--- config.mk ---
export PLATFORM = sky130hd
export DESIGN_NAME = per2axi_quiesce_ctrl
export DESIGN_NICKNAME = d
export VERILOG_FILES = /design/src/rtl/per2axi_quiesce_ctrl.sv
export SDC_FILE = /design/constraint.sdc
export NUM_CORES = 1
export LEC_CHECK = 0
export ABC_AREA = 1
export CAP_MARGIN = 20
export CORE_MARGIN = 2
export CORE_UTILIZATION = 55
export DETAILED_ROUTE_END_ITERATION = 10
export PLACE_DENSITY = 0.77
export SETUP_SLACK_MARGIN = 0.1
export SLEW_MARGIN = 40
export SYNTH_ARGS = -nofsm -noshare
export SYNTH_HDL_FRONTEND = slang
export SYNTH_SLANG_ARGS = --single-unit
--- constraint.sdc ---
create_clock -name clk_i -period 1.8 [get_ports clk_i]
set_input_delay 0.27 -clock clk_i [delete_from_list [all_inputs] [get_ports clk_i]]
set_output_delay 0.27 -clock clk_i [all_outputs]
set_load 0.005 [all_outputs]
--- src/rtl/per2axi_quiesce_ctrl.sv ---
// Quiesce controller for the per2axi bridge: blocks new peripheral requests,
// waits for AXI traffic to retire and a settle window to elapse, then acks.
module per2axi_quiesce_ctrl #(
    parameter int IDLE_CYCLES    = 4,
    parameter int TIMEOUT_CYCLES = 256
) (
    input  logic       clk_i,
    input  logic       rst_i,
    input  logic       busy_i,
    input  logic       per_req_i,
    output logic       per_gnt_o,
    output logic       per_req_o,
    input  logic       per_gnt_i,
    input  logic       quiesce_req_i,
    output logic       quiesce_ack_o,
    output logic       timeout_o,
    output logic [1:0] state_o
);

    typedef enum logic [1:0] {RUN = 2'd0, DRAIN = 2'd1, SETTLE = 2'd2, QUIESCED = 2'd3} state_e;

    localparam int IW = $clog2(IDLE_CYCLES + 1);
    localparam int TW = (TIMEOUT_CYCLES > 0) ? $clog2(TIMEOUT_CYCLES + 1) : 1;
    localparam logic [IW-1:0] IDLE_LAST = IW'(IDLE_CYCLES - 1);
    localparam logic [TW-1:0] TO_MAX    = TW'(TIMEOUT_CYCLES);

    state_e          state_q;
    logic [IW-1:0]   idle_cnt_q;
    logic [TW-1:0]   to_cnt_q, to_cnt_d;
    logic            hold_q;
    logic            ack_q;
    logic            timeout_q;
    logic            to_hit;
    logic            block;

    // A request presented but not yet granted keeps passing until granted.
    assign block     = (state_q != RUN) && !hold_q;
    assign per_req_o = per_req_i && !block;
    assign per_gnt_o = per_gnt_i && per_req_o;

    // Saturating drain timer; a zero limit leaves it parked at 0.
    assign to_cnt_d  = (to_cnt_q == TO_MAX) ? to_cnt_q : to_cnt_q + TW'(1);
    assign to_hit    = (TIMEOUT_CYCLES != 0) && (to_cnt_q == TO_MAX - TW'(1));

    assign quiesce_ack_o = ack_q;
    assign timeout_o     = timeout_q;
    assign state_o       = state_q;

    always_ff @(posedge clk_i or posedge rst_i) begin
        if (rst_i) begin
            state_q    <= RUN;
            idle_cnt_q <= '0;
            to_cnt_q   <= '0;
            hold_q     <= 1'b0;
            ack_q      <= 1'b0;
            timeout_q  <= 1'b0;
        end else begin
            hold_q    <= per_req_o && !per_gnt_i;
            timeout_q <= 1'b0;
            case (state_q)
                RUN: begin
                    to_cnt_q <= '0;
                    if (quiesce_req_i) state_q <= DRAIN;
                end
                DRAIN: begin
                    if (!quiesce_req_i) begin
                        state_q  <= RUN;
                        to_cnt_q <= '0;
                    end else begin
                        to_cnt_q  <= to_cnt_d;
                        timeout_q <= to_hit;
                        if (!busy_i && !hold_q) begin
                            state_q    <= SETTLE;
                            idle_cnt_q <= '0;
                        end
                    end
                end
                SETTLE: begin
                    if (!quiesce_req_i) begin
                        state_q  <= RUN;
                        to_cnt_q <= '0;
                    end else if (!busy_i && idle_cnt_q == IDLE_LAST) begin
                        state_q  <= QUIESCED;
                        ack_q    <= 1'b1;
                        to_cnt_q <= '0;
                    end else begin
                        to_cnt_q  <= to_cnt_d;
                        timeout_q <= to_hit;
                        if (busy_i) begin
                            state_q    <= DRAIN;
                            idle_cnt_q <= '0;
                        end else begin
                            idle_cnt_q <= idle_cnt_q + IW'(1);
                        end
                    end
                end
                QUIESCED: begin
                    // Late busy activity is ignored; only dropping the request exits.
                    if (!quiesce_req_i) begin
                        state_q <= RUN;
                        ack_q   <= 1'b0;
                    end
                end
                default: state_q <= RUN;
            endcase
        end
    end

endmodule

==> reports/metrics.yaml, run 1 <==
worst_setup_path:
  arrival_ps: 1360
  critPathKind: "register to output port"
  end_kind: "output port"
  crit_fanout: 3
  cp_data_required_time_ps: 1530
  start_kind: "register"
power:
  p_leak_nw: 0.6789
  clockPowerShare_pct: 14.0
  powerDensity_mw_per_mm2: 1117
  power_frac_comb_pct: 54.9
  power.share.switching_pct: 41.82
  internal_power_uw: 893.4
  irDropWorstVdd_mv: 0.8737
  sequentialPowerShare_pct: 31.0
  total_power_mw: 1.536
  p_switching_uw: 642.2
floorplanning:
  core-area_mm2: 0.001962
  num_io_pins: 12
  die_h_um: 49.63
  initial_utilization_pct: 58.35
  num_rows: 16
  die_w_um: 49.63
  die_area_mm2: 0.002463
clock_tree:
  clk_path_buf_depth: 2
  htree_levels: 1
  cts_num_sinks: 17
  cts_hold_buf: 0
  clkLatencyLatePin_ps: 300
  cts-root-buf: "clkbuf_4"
  cts_tree: "built"
  clk_pin_slew_ps: 110
  numCtsBuffers: 3
synth:
  synth_area_mm2: 0.001145
  synth_cell_type_count: 24
  ys_seq_area_share_pct: 37.16
  ys_ff_latch: 17
  synthTopCellsByArea: "dfrtp_1 (37%), ha_1 (11%), nand2_1 (9.8%), inv_1 (8.5%), nor2_1 (5.9%)"
  syn_nets: 166
  syn_area_per_cell_um2: 7.632
  synth_top_area_share_pct: 37.16
  synth_top_cell_by_area: "dfrtp_1"
  yosysWarnings: 0
  netlist_instances: 150
layout:
  final_nets: 186
  drive_above_1_share_pct: 20.12
  fill_cells: 170
  finalNonFillerCells: 196
  design_area_mm2: 0.001375
  syn2layout_area_growth_pct: 20.11
  n_antenna_cell: 0
detailed_routing:
  dr_total_vias: 1003
  routedWlPerCell_um: 11.94
  dr_wl_met2_um: 1187
  viasPerCell: 5.117
  drtIter0Drc: 29
  wl_um: 2340
  ant_nets: 0
  met1_length_um: 1024
  post-route-drc-count: 0
  wl_met3_um: 85
  firstDrtPassIters: 4
  topRoutingLayerUsed: "met4"
min_path:
  min_path_type: "input port to async pin"
sta:
  tns_ps: 0
  finalHoldViolCount: 0
  layout_min_cycle_time_ps: 1626
  fmax_mhz: 615.1
  period_share_pct: 90.32
  rsz0062_at_grt: "false"
  skew_ps: 6.069
  setup-violations-final: 0
  relSlewSlack_pct: 82.75
  slew_violations: 0
  worst_slew_pin_slew_ps: 256.6
placement:
  placed_cell_area_mm2: 0.001311
  dp_hpwl_um: 1783
  portBuffers: 11
  gp_congestion: 0.8901
  dp_cells: 191
global_route:
  grt_pass1_wl_um: 4064
  grt_max_degree: 18
  grt_pass1_vias: 972
  track_usage_pct: 21.54
  antenna_found_initial: 0
  gr-total-overflow: 0
job:
  cap_violations: 0
status:
  outcome: "completed"
## worst paths after layout
check | slack [ps] | startpoint | to | cells past startpoint
max | 170 | state_o[1] | per_gnt_o | 5
min | 260 | rst_i | idle_cnt_q[0] | 3
max reg2reg | 250 | state_o[0] | to_cnt_q[0] | 7
min reg2reg | 520 | idle_cnt_q[1] | idle_cnt_q[1] | 2
max in group asynchronous | 1340 | rst_i | quiesce_ack_o | 3
min in group clk_i | 510 | per_gnt_i | hold_q | 2
## routing by layer
layer	GRT usage, %	up-vias
li1	-	511
met1	24.95	470
met2	38.44	17
met3	3.636	5
met4	9.722	0
met5	0	-
## sequential cells by signal (all words and copies together), names as in the netlist
name and flops:
hold_q 1, idle_cnt_q 3, timeout_o 1, state_o 2, to_cnt_q 9, quiesce_ack_o 1
## cells by family after synthesis
| kind of cell | after synthesis | share of synthesized area [%] |
|---|---|---|
| simple gates | 74 | 30.71 |
| buf+inv | 29 | 9.836 |
| fa+ha+maj | 10 | 10.93 |
| flops | 17 | 37.16 |
| compound gates | 20 | 11.37 |
## cells in the mapped netlist (all sizes together)
| master | number |
|---|---|
| inv | 28 |
| ha | 10 |
| o21ai | 13 |
| dfrtp | 17 |
| nand3 | 10 |
| buf | 1 |
| a21oi | 4 |
| nand4 | 2 |
| nor4 | 1 |
| o21a | 1 |
| nor3 | 2 |
| o211ai | 1 |
| nand2 | 39 |
| nor2 | 20 |
| a31oi | 1 |
## through the flow
step,setup WS [ps],util (%),hold WS (ps)
after floorplan,410.6,-,196.1
after global placement,82.83,66.84,470.0
after detailed placement,10.55,66.84,491.3
after CTS,141.9,69.32,267.7
after global routing,107.7,70.09,303.8
final,174.3,70.09,262.4
## cells in the final DEF, fill, tap and decap left out, types with 2 or more instances in the layout
cell type	synthesis	final
nand2_1	30	30
inv_1	26	24
nor2_1	18	18
dfrtp_1	17	17
nand3_1	10	10
ha_1	10	9
clkdlybuf4s50_1	0	9
nand2_2	7	7
o21ai_0	8	7
buf_4	1	5
inv_2	2	4
o21ai_2	3	3
clkbuf_4	0	3
a21oi_2	2	2
a21oi_1	2	2
nor2_2	2	2
nand4_1	2	2
o21ai_1	2	2
## worst max-delay path: stages, from the launching register on
cell and delay, ps:
dfrtp_1 400, inv_2 90, ha_4 150, o21ai_4 60
nor2_1 120, clkdlybuf4s15_1 240
## power groups by stage
stage | clock network (mW) | registers (mW) | logic (mW)
after detailed placement | 0 | 0.479 | 0.762
after global routing | 0.234 | 0.481 | 0.938
after floorplan | 0 | 0.495 | 0.491
after CTS | 0.222 | 0.476 | 0.827
final | 0.216 | 0.477 | 0.843
after global placement | 0 | 0.475 | 0.736
## what timing repair did
action,CTS,global route
cloned,0,0
pin swaps,2,0
setup endpoints to repair,2,3
resized for setup,8,3
buffers inserted,1,0
## layout make-up
cell class / count / area, µm² / share of cell area [%]
Clock buffer: 3 / 22.52 / 1.638
Clock inverter: 1 / 5.005 / 0.3640
Multi-Input combinational cell: 104 / 636.9 / 46.31
Inverter: 28 / 105.1 / 7.643
Sequential cell: 17 / 425.4 / 30.94
Timing Repair Buffer: 16 / 146.4 / 10.65
Tap cell: 27 / 33.78 / 2.457
(Power assumes the default switching activity.)
==> run 2, diff against run 1 <==
==> constraint.sdc (replaced) <==
create_clock -name clk_i -period 1.8 [get_ports clk_i]
set_input_delay 0.36 -clock clk_i [delete_from_list [all_inputs] [get_ports clk_i]]
set_output_delay 0.36 -clock clk_i [all_outputs]
set_load 0.005 [all_outputs]
==> run 2 against run 1 <==
Net effect: design area grew 2.5%; global-route usage grew 1.1 points; non-clock buffer count grew 3; flip-flop and latch count is the same; highest routed layer unchanged.
==> reports/metrics.yaml, run 2 (synthesis results as in run 1) <==
status:
  outcome: "completed"
global_route:
  grt_max_degree: 18
  gr-total-overflow: 0
  antenna_found_initial: 0
  grt_pass1_vias: 1039
  grt_pass1_wl_um: 4271
  track_usage_pct: 22.60
worst_setup_path:
  max_stage_delay_ps: 390
  crit_path_top_delay_cell: "dfrtp_1"
  crit_chain: "inv_2, ha_4, o21ai_4, buf_6, nor2_4, buf_2"
  cp_data_required_time_ps: 1440
  start_kind: "register"
  end_kind: "output port"
  critPathKind: "register to output port"
  path_buf_inv: 3
  crit_fanout: 2
  critPathTopFamily: "flip-flops"
  arrival_ps: 1350
sta:
  worst_slew_pin_slew_ps: 270.6
  period_share_pct: 95.21
  hold_ws_ps: 365.1
  rsz0062_at_grt: "true"
  fmax_mhz: 583.5
  fin_ws_ps: 86.28
  setup-violations-final: 0
  relSlewSlack_pct: 81.80
  layout_min_cycle_time_ps: 1714
  finalHoldViolCount: 0
  slew_violations: 0
  skew_ps: 1.092
layout:
  final_nets: 189
  final_cell_mix: "nand2_1 (30), inv_1 (24), nor2_1 (17), dfrtp_1 (17), nand3_1 (9)"
  top_register: "to_cnt_q"
  largest_reg_flops: 9
  syn2layout_area_growth_pct: 23.06
  drive_above_1_share_pct: 24.42
  n_antenna_cell: 0
  final_common_cell: "nand2_1"
  fill_cells: 167
power:
  irDropWorstVdd_mv: 0.8952
  powerDensity_mw_per_mm2: 1149
  p_leak_nw: 0.7056
clock_tree:
  cts_num_sinks: 17
  numCtsBuffers: 3
  cts_hold_buf: 0
  cts-root-buf: "clkbuf_4"
  cts_tree: "built"
  clkLatencyLatePin_ps: 300
  clk_pin_slew_ps: 100
  clk_path_buf_depth: 2
  htree_levels: 1
floorplanning:
  core-area_mm2: 0.001962
  initial_utilization_pct: 58.35
  die_w_um: 49.63
  num_io_pins: 12
  die_h_um: 49.63
  num_rows: 16
  die_area_mm2: 0.002463
placement:
  dp_hpwl_um: 1794
  place_ws_ps: -177.4
  portBuffers: 11
  gp_congestion: 0.8656
detailed_routing:
  post-route-drc-count: 0
  ant_nets: 0
  drtIter0Drc: 15
  routedWlPerCell_um: 12.54
  viasPerCell: 5.146
  firstDrtPassIters: 4
  wl_um: 2495
  dr_total_vias: 1024
min_path:
  min_path_type: "input port to async pin"
job:
  cap_violations: 0
[run 2: cell types whose count changed in the layout (fill, tap and decap cells not counted), moves of 2 or more]
cell             change
buf_6                +2
clkdlybuf4s50_1      -2
ha_1                 -2
ha_2                 +2
o21ai_0              -2
o21ai_1              +2
[run 2: where the power goes]
group / switching, mW / internal, mW
combinational: 0.515 / 0.409
clock: 0.133 / 0.0829
sequential: 0.0419 / 0.437
total: 0.690 / 0.929
[run 2: stage by stage]
step	util, %	setup TNS, ps	instance area (µm²)	instances	power [mW]
4_1_cts	69.39	0	1361	198	1.516
3_3_place_gp	66.84	-145.1	1311	191	1.210
2_1_floorplan	-	0	1145	150	0.9855
5_1_grt	71.81	0	1409	199	1.747
6_report	71.81	0	1409	199	1.619
3_5_place_dp	66.84	-259.5	1311	191	1.245
[run 2: path summary, 6_finish.rpt]
check                                    from       endpoint  slack, ps  cells after the start
worst max register to register     state_o[1]    to_cnt_q[0]        180                      8
worst max-delay path               state_o[0]      per_gnt_o         90                      6
worst min register to register  idle_cnt_q[1]  idle_cnt_q[1]        510                      2
worst min-delay path                    rst_i    to_cnt_q[7]        370                      3
max in group asynchronous               rst_i  quiesce_ack_o       1240                      3
min in group clk_i              idle_cnt_q[1]  idle_cnt_q[1]        510                      2
[run 2: final cells by class]
| class | count | area, µm² | share of cell area [%] |
|---|---|---|---|
| multi-input cells | 104 | 648.1 | 46.00 |
| flip-flops and latches | 17 | 425.4 | 30.20 |
| repair buffers | 19 | 168.9 | 11.99 |
| inverters | 28 | 105.1 | 7.460 |
| well taps | 27 | 33.78 | 2.398 |
| clock buffers | 3 | 22.52 | 1.599 |
| clock inverters | 1 | 5.005 | 0.3552 |
[run 2: per-layer routing]
layer	vias to the layer above	share of wire, %	global-route usage (%)
met3	15	1.7	3.333
met2	22	52	41.78
met5	-	0	0
met1	474	41	23.11
li1	513	-	-
met4	0	5.3	15.28
[run 2: tightest hold or removal path, stage by stage]
cell,delay [ps]
clkdlybuf4s50_1,400
inv_1,50
buf_4,240
[run 2: what timing repair did]
item                       in CTS  in global routing
setup endpoints to repair       2                  9
pin swaps                       2                  1
buffers inserted                3                  1
hold endpoints to repair        0                  0
gates resized for setup        12                 13
==> run 3, diff against run 2 <==
--- a/config.mk
+++ b/config.mk
@@ -5,12 +5,12 @@
 export SDC_FILE = /design/constraint.sdc
 export NUM_CORES = 1
 export LEC_CHECK = 0
-export ABC_AREA = 1
 export CAP_MARGIN = 20
 export CORE_MARGIN = 2
-export CORE_UTILIZATION = 55
+export CORE_UTILIZATION = 58
 export DETAILED_ROUTE_END_ITERATION = 10
-export PLACE_DENSITY = 0.77
+export PLACE_DENSITY = 0.81
+export REMOVE_ABC_BUFFERS = 1
 export SETUP_SLACK_MARGIN = 0.1
 export SLEW_MARGIN = 40
 export SYNTH_ARGS = -nofsm -noshare
==> constraint.sdc (replaced) <==
create_clock -name clk_i -period 2 [get_ports clk_i]
set_input_delay 0.4 -clock clk_i [delete_from_list [all_inputs] [get_ports clk_i]]
set_output_delay 0.4 -clock clk_i [all_outputs]
set_load 0.005 [all_outputs]
==> run 3 against run 2 <==
Net effect: setup slack gained 49 ps; count of clock-buffer cells in the layout grew 1; final cell count shrank 19%; critical path type is now register to register; flip-flop and latch count is the same.
==> reports/metrics.yaml, run 3 <==
floorplanning:
  core-area_mm2: 0.001727
  die_h_um: 46.95
  die_w_um: 46.95
  num_rows: 15
  die_area_mm2: 0.002204
  initial_utilization_pct: 61.96
  num_io_pins: 12
synth:
  ys_top_cells_by_count: "dfrtp_1 (17), inv_1 (12), ha_1 (10)"
  synth_cell_type_count: 37
  ys_ff_latch: 17
  async_reset_ff_share_pct: 100.0
  synthSimpleGateAreaFrac_pct: 21.75
  syn_area_per_cell_um2: 9.552
  synth_top_area_share_pct: 39.77
  synth_top_family_by_area: "simple AND/OR/NAND/NOR gates"
  synth_top_cell_by_area: "dfrtp_1"
  synth_fa_ha_area_share_pct: 11.70
  synth_edf_count: 0
  yosysWarnings: 0
  synth_compound_area_share_pct: 17.43
  ys.flop_type: "dfrtp_1"
  synthXorXnorAreaFrac_pct: 0
  yosysMostFrequentCell: "dfrtp_1"
  netlist_instances: 112
  ys_seq_area_share_pct: 39.77
  synthTopCellsByArea: "dfrtp_1 (40%), ha_1 (12%), inv_1 (4.2%), nand2_1 (3.2%), a21o_1 (2.8%)"
  synth_mux_area_share_pct: 3.275
  synth_area_mm2: 0.001070
worst_setup_path:
  critPathKind: "register to register"
  rr_worst_depth: 8
  cp_data_required_time_ps: 2170
  end_kind: "register"
  crit_fanout: 5
  start_kind: "register"
  max_stage_delay_ps: 390
  crit_path_top_delay_cell: "dfrtp_1"
  crit_top_cell: "buf_4"
  arrival_ps: 2040
  crit_chain: "buf_4, buf_4, ha_1, or2_4, nand4_4, buf_4, o21bai_4, mux2_4"
sta:
  finalHoldViolCount: 0
  layout_min_cycle_time_ps: 1865
  skew_ps: 2.877
  slew_violations: 0
  relSlewSlack_pct: 75.09
  setup-violations-final: 0
  fmax_mhz: 536.2
  worst_slew_pin_slew_ps: 370.2
  rsz0062_at_grt: "true"
  period_share_pct: 93.25
  hold_ws_ps: 426.9
global_route:
  track_usage_pct: 23.26
  grt_pass1_wl_um: 3677
  grt_max_degree: 18
  grt_pass1_vias: 868
  gr-total-overflow: 0
  antenna_found_initial: 0
power:
  p_leak_nw: 0.6139
  powerDensity_mw_per_mm2: 834.2
  power.share.switching_pct: 34.27
  sequentialPowerShare_pct: 38.0
  p_switching_uw: 381.6
  internal_power_uw: 732.0
  irDropWorstVdd_mv: 0.7085
  power_frac_comb_pct: 45.8
  clockPowerShare_pct: 16.2
detailed_routing:
  wl_um: 2171
  firstDrtPassIters: 4
  ant_nets: 0
  dr_total_vias: 896
  post-route-drc-count: 0
  drtIter0Drc: 15
  viasPerCell: 5.531
  routedWlPerCell_um: 13.40
layout:
  n_antenna_cell: 0
  final_cell_mix: "dfrtp_1 (17), buf_4 (13), inv_1 (11)"
  fin_util_pct: 77.32
  drive_above_1_share_pct: 19.71
  largest_reg_flops: 9
  syn2layout_area_growth_pct: 24.80
  fill_cells: 120
  finalNonFillerCells: 162
  final_common_cell: "dfrtp_1"
  final_nets: 154
  top_register: "to_cnt_q"
clock_tree:
  numCtsBuffers: 3
  clk_path_buf_depth: 2
  cts-root-buf: "clkbuf_4"
  cts_tree: "built"
  cts_hold_buf: 0
  htree_levels: 1
  clk_pin_slew_ps: 100
  cts_num_sinks: 17
  clkLatencyLatePin_ps: 280
placement:
  dp_cells: 153
  dp_hpwl_um: 1554
  gp_congestion: 0.8185
  portBuffers: 11
min_path:
  min_path_type: "input port to async pin"
job:
  cap_violations: 0
status:
  outcome: "completed"
[run 3: changes by cell type after synthesis, sizes merged, moves of 3 or more]
cell / delta
a21o: +4
and3: +3
inv: -16
nand2: -30
nand3: -5
nor2: -13
o21ai: -8
o31ai: +3
[run 3: worst max-delay path, delay by kind of cell (launching register included)]
| kind | cells | cell delay (ps) |
|---|---|---|
| buffers and inverters | 3 | 400 |
| AND/OR/NAND/NOR | 2 | 400 |
| flip-flops | 1 | 390 |
| multiplexers | 1 | 260 |
| adder cells (fa/ha/maj) | 1 | 230 |
| AO/OA/AOI/OAI | 1 | 70 |
[run 3: kinds of logic after synthesis]
family          count (synthesis)
compound gates                 25
fa+ha+maj                      10
buf+inv                        15
flops                          17
mux                             3
simple gates                   42
[run 3: final cells by class]
type                    instances  area, µm²  area share [%]
well taps                      25      31.28           2.343
inverters                      12      45.04           3.374
multi-input cells              80      600.6           44.99
clock buffers                   4      26.28           1.968
repair buffers                 24      206.4           15.46
flip-flops and latches         17      425.4           31.87
[run 3: through the flow]
stage,setup TNS (ps),area (µm²),power (mW),worst slack [ps]
2_1_floorplan,0,1050,0.6640,95.29
3_3_place_gp,0,1251,0.8494,8.985
3_5_place_dp,-52.86,1251,0.8592,-31.19
4_1_cts,0,1326,1.099,48.63
5_1_grt,0,1335,1.187,75.45
6_report,0,1335,1.114,135.0
[run 3: metal layers]
layer	vias up	routed length, µm	global-route usage [%]
met5	-	0	0
met4	0	18	6.667
met3	2	75	3.846
met2	21	1020	38.63
met1	424	1057	31.26
li1	449	-	-
[run 3: power by group through the flow]
stage	registers (mW)	clock network [mW]	logic, mW
after floorplan	0.434	0	0.230
after global placement	0.429	0	0.420
after detailed placement	0.429	0	0.430
after CTS	0.421	0.186	0.492
after global routing	0.429	0.203	0.555
final	0.423	0.181	0.510
[run 3: worst paths after layout]
| kind | slack, ps | startpoint | end |
|---|---|---|---|
| max | 130 | state_o[1] | to_cnt_q[0] |
| min | 430 | rst_i | timeout_o |
| max reg2reg | 130 | state_o[1] | to_cnt_q[0] |
| min reg2reg | 500 | idle_cnt_q[2] | idle_cnt_q[2] |
| max in group asynchronous | 1380 | rst_i | hold_q |
| min in group clk_i | 500 | idle_cnt_q[2] | idle_cnt_q[2] |
[run 3: timing repair]
action,in CTS,in global routing
setup buffers,5,0
pin swaps,1,2
gates resized for setup,6,4
endpoints found under the setup margin,4,6
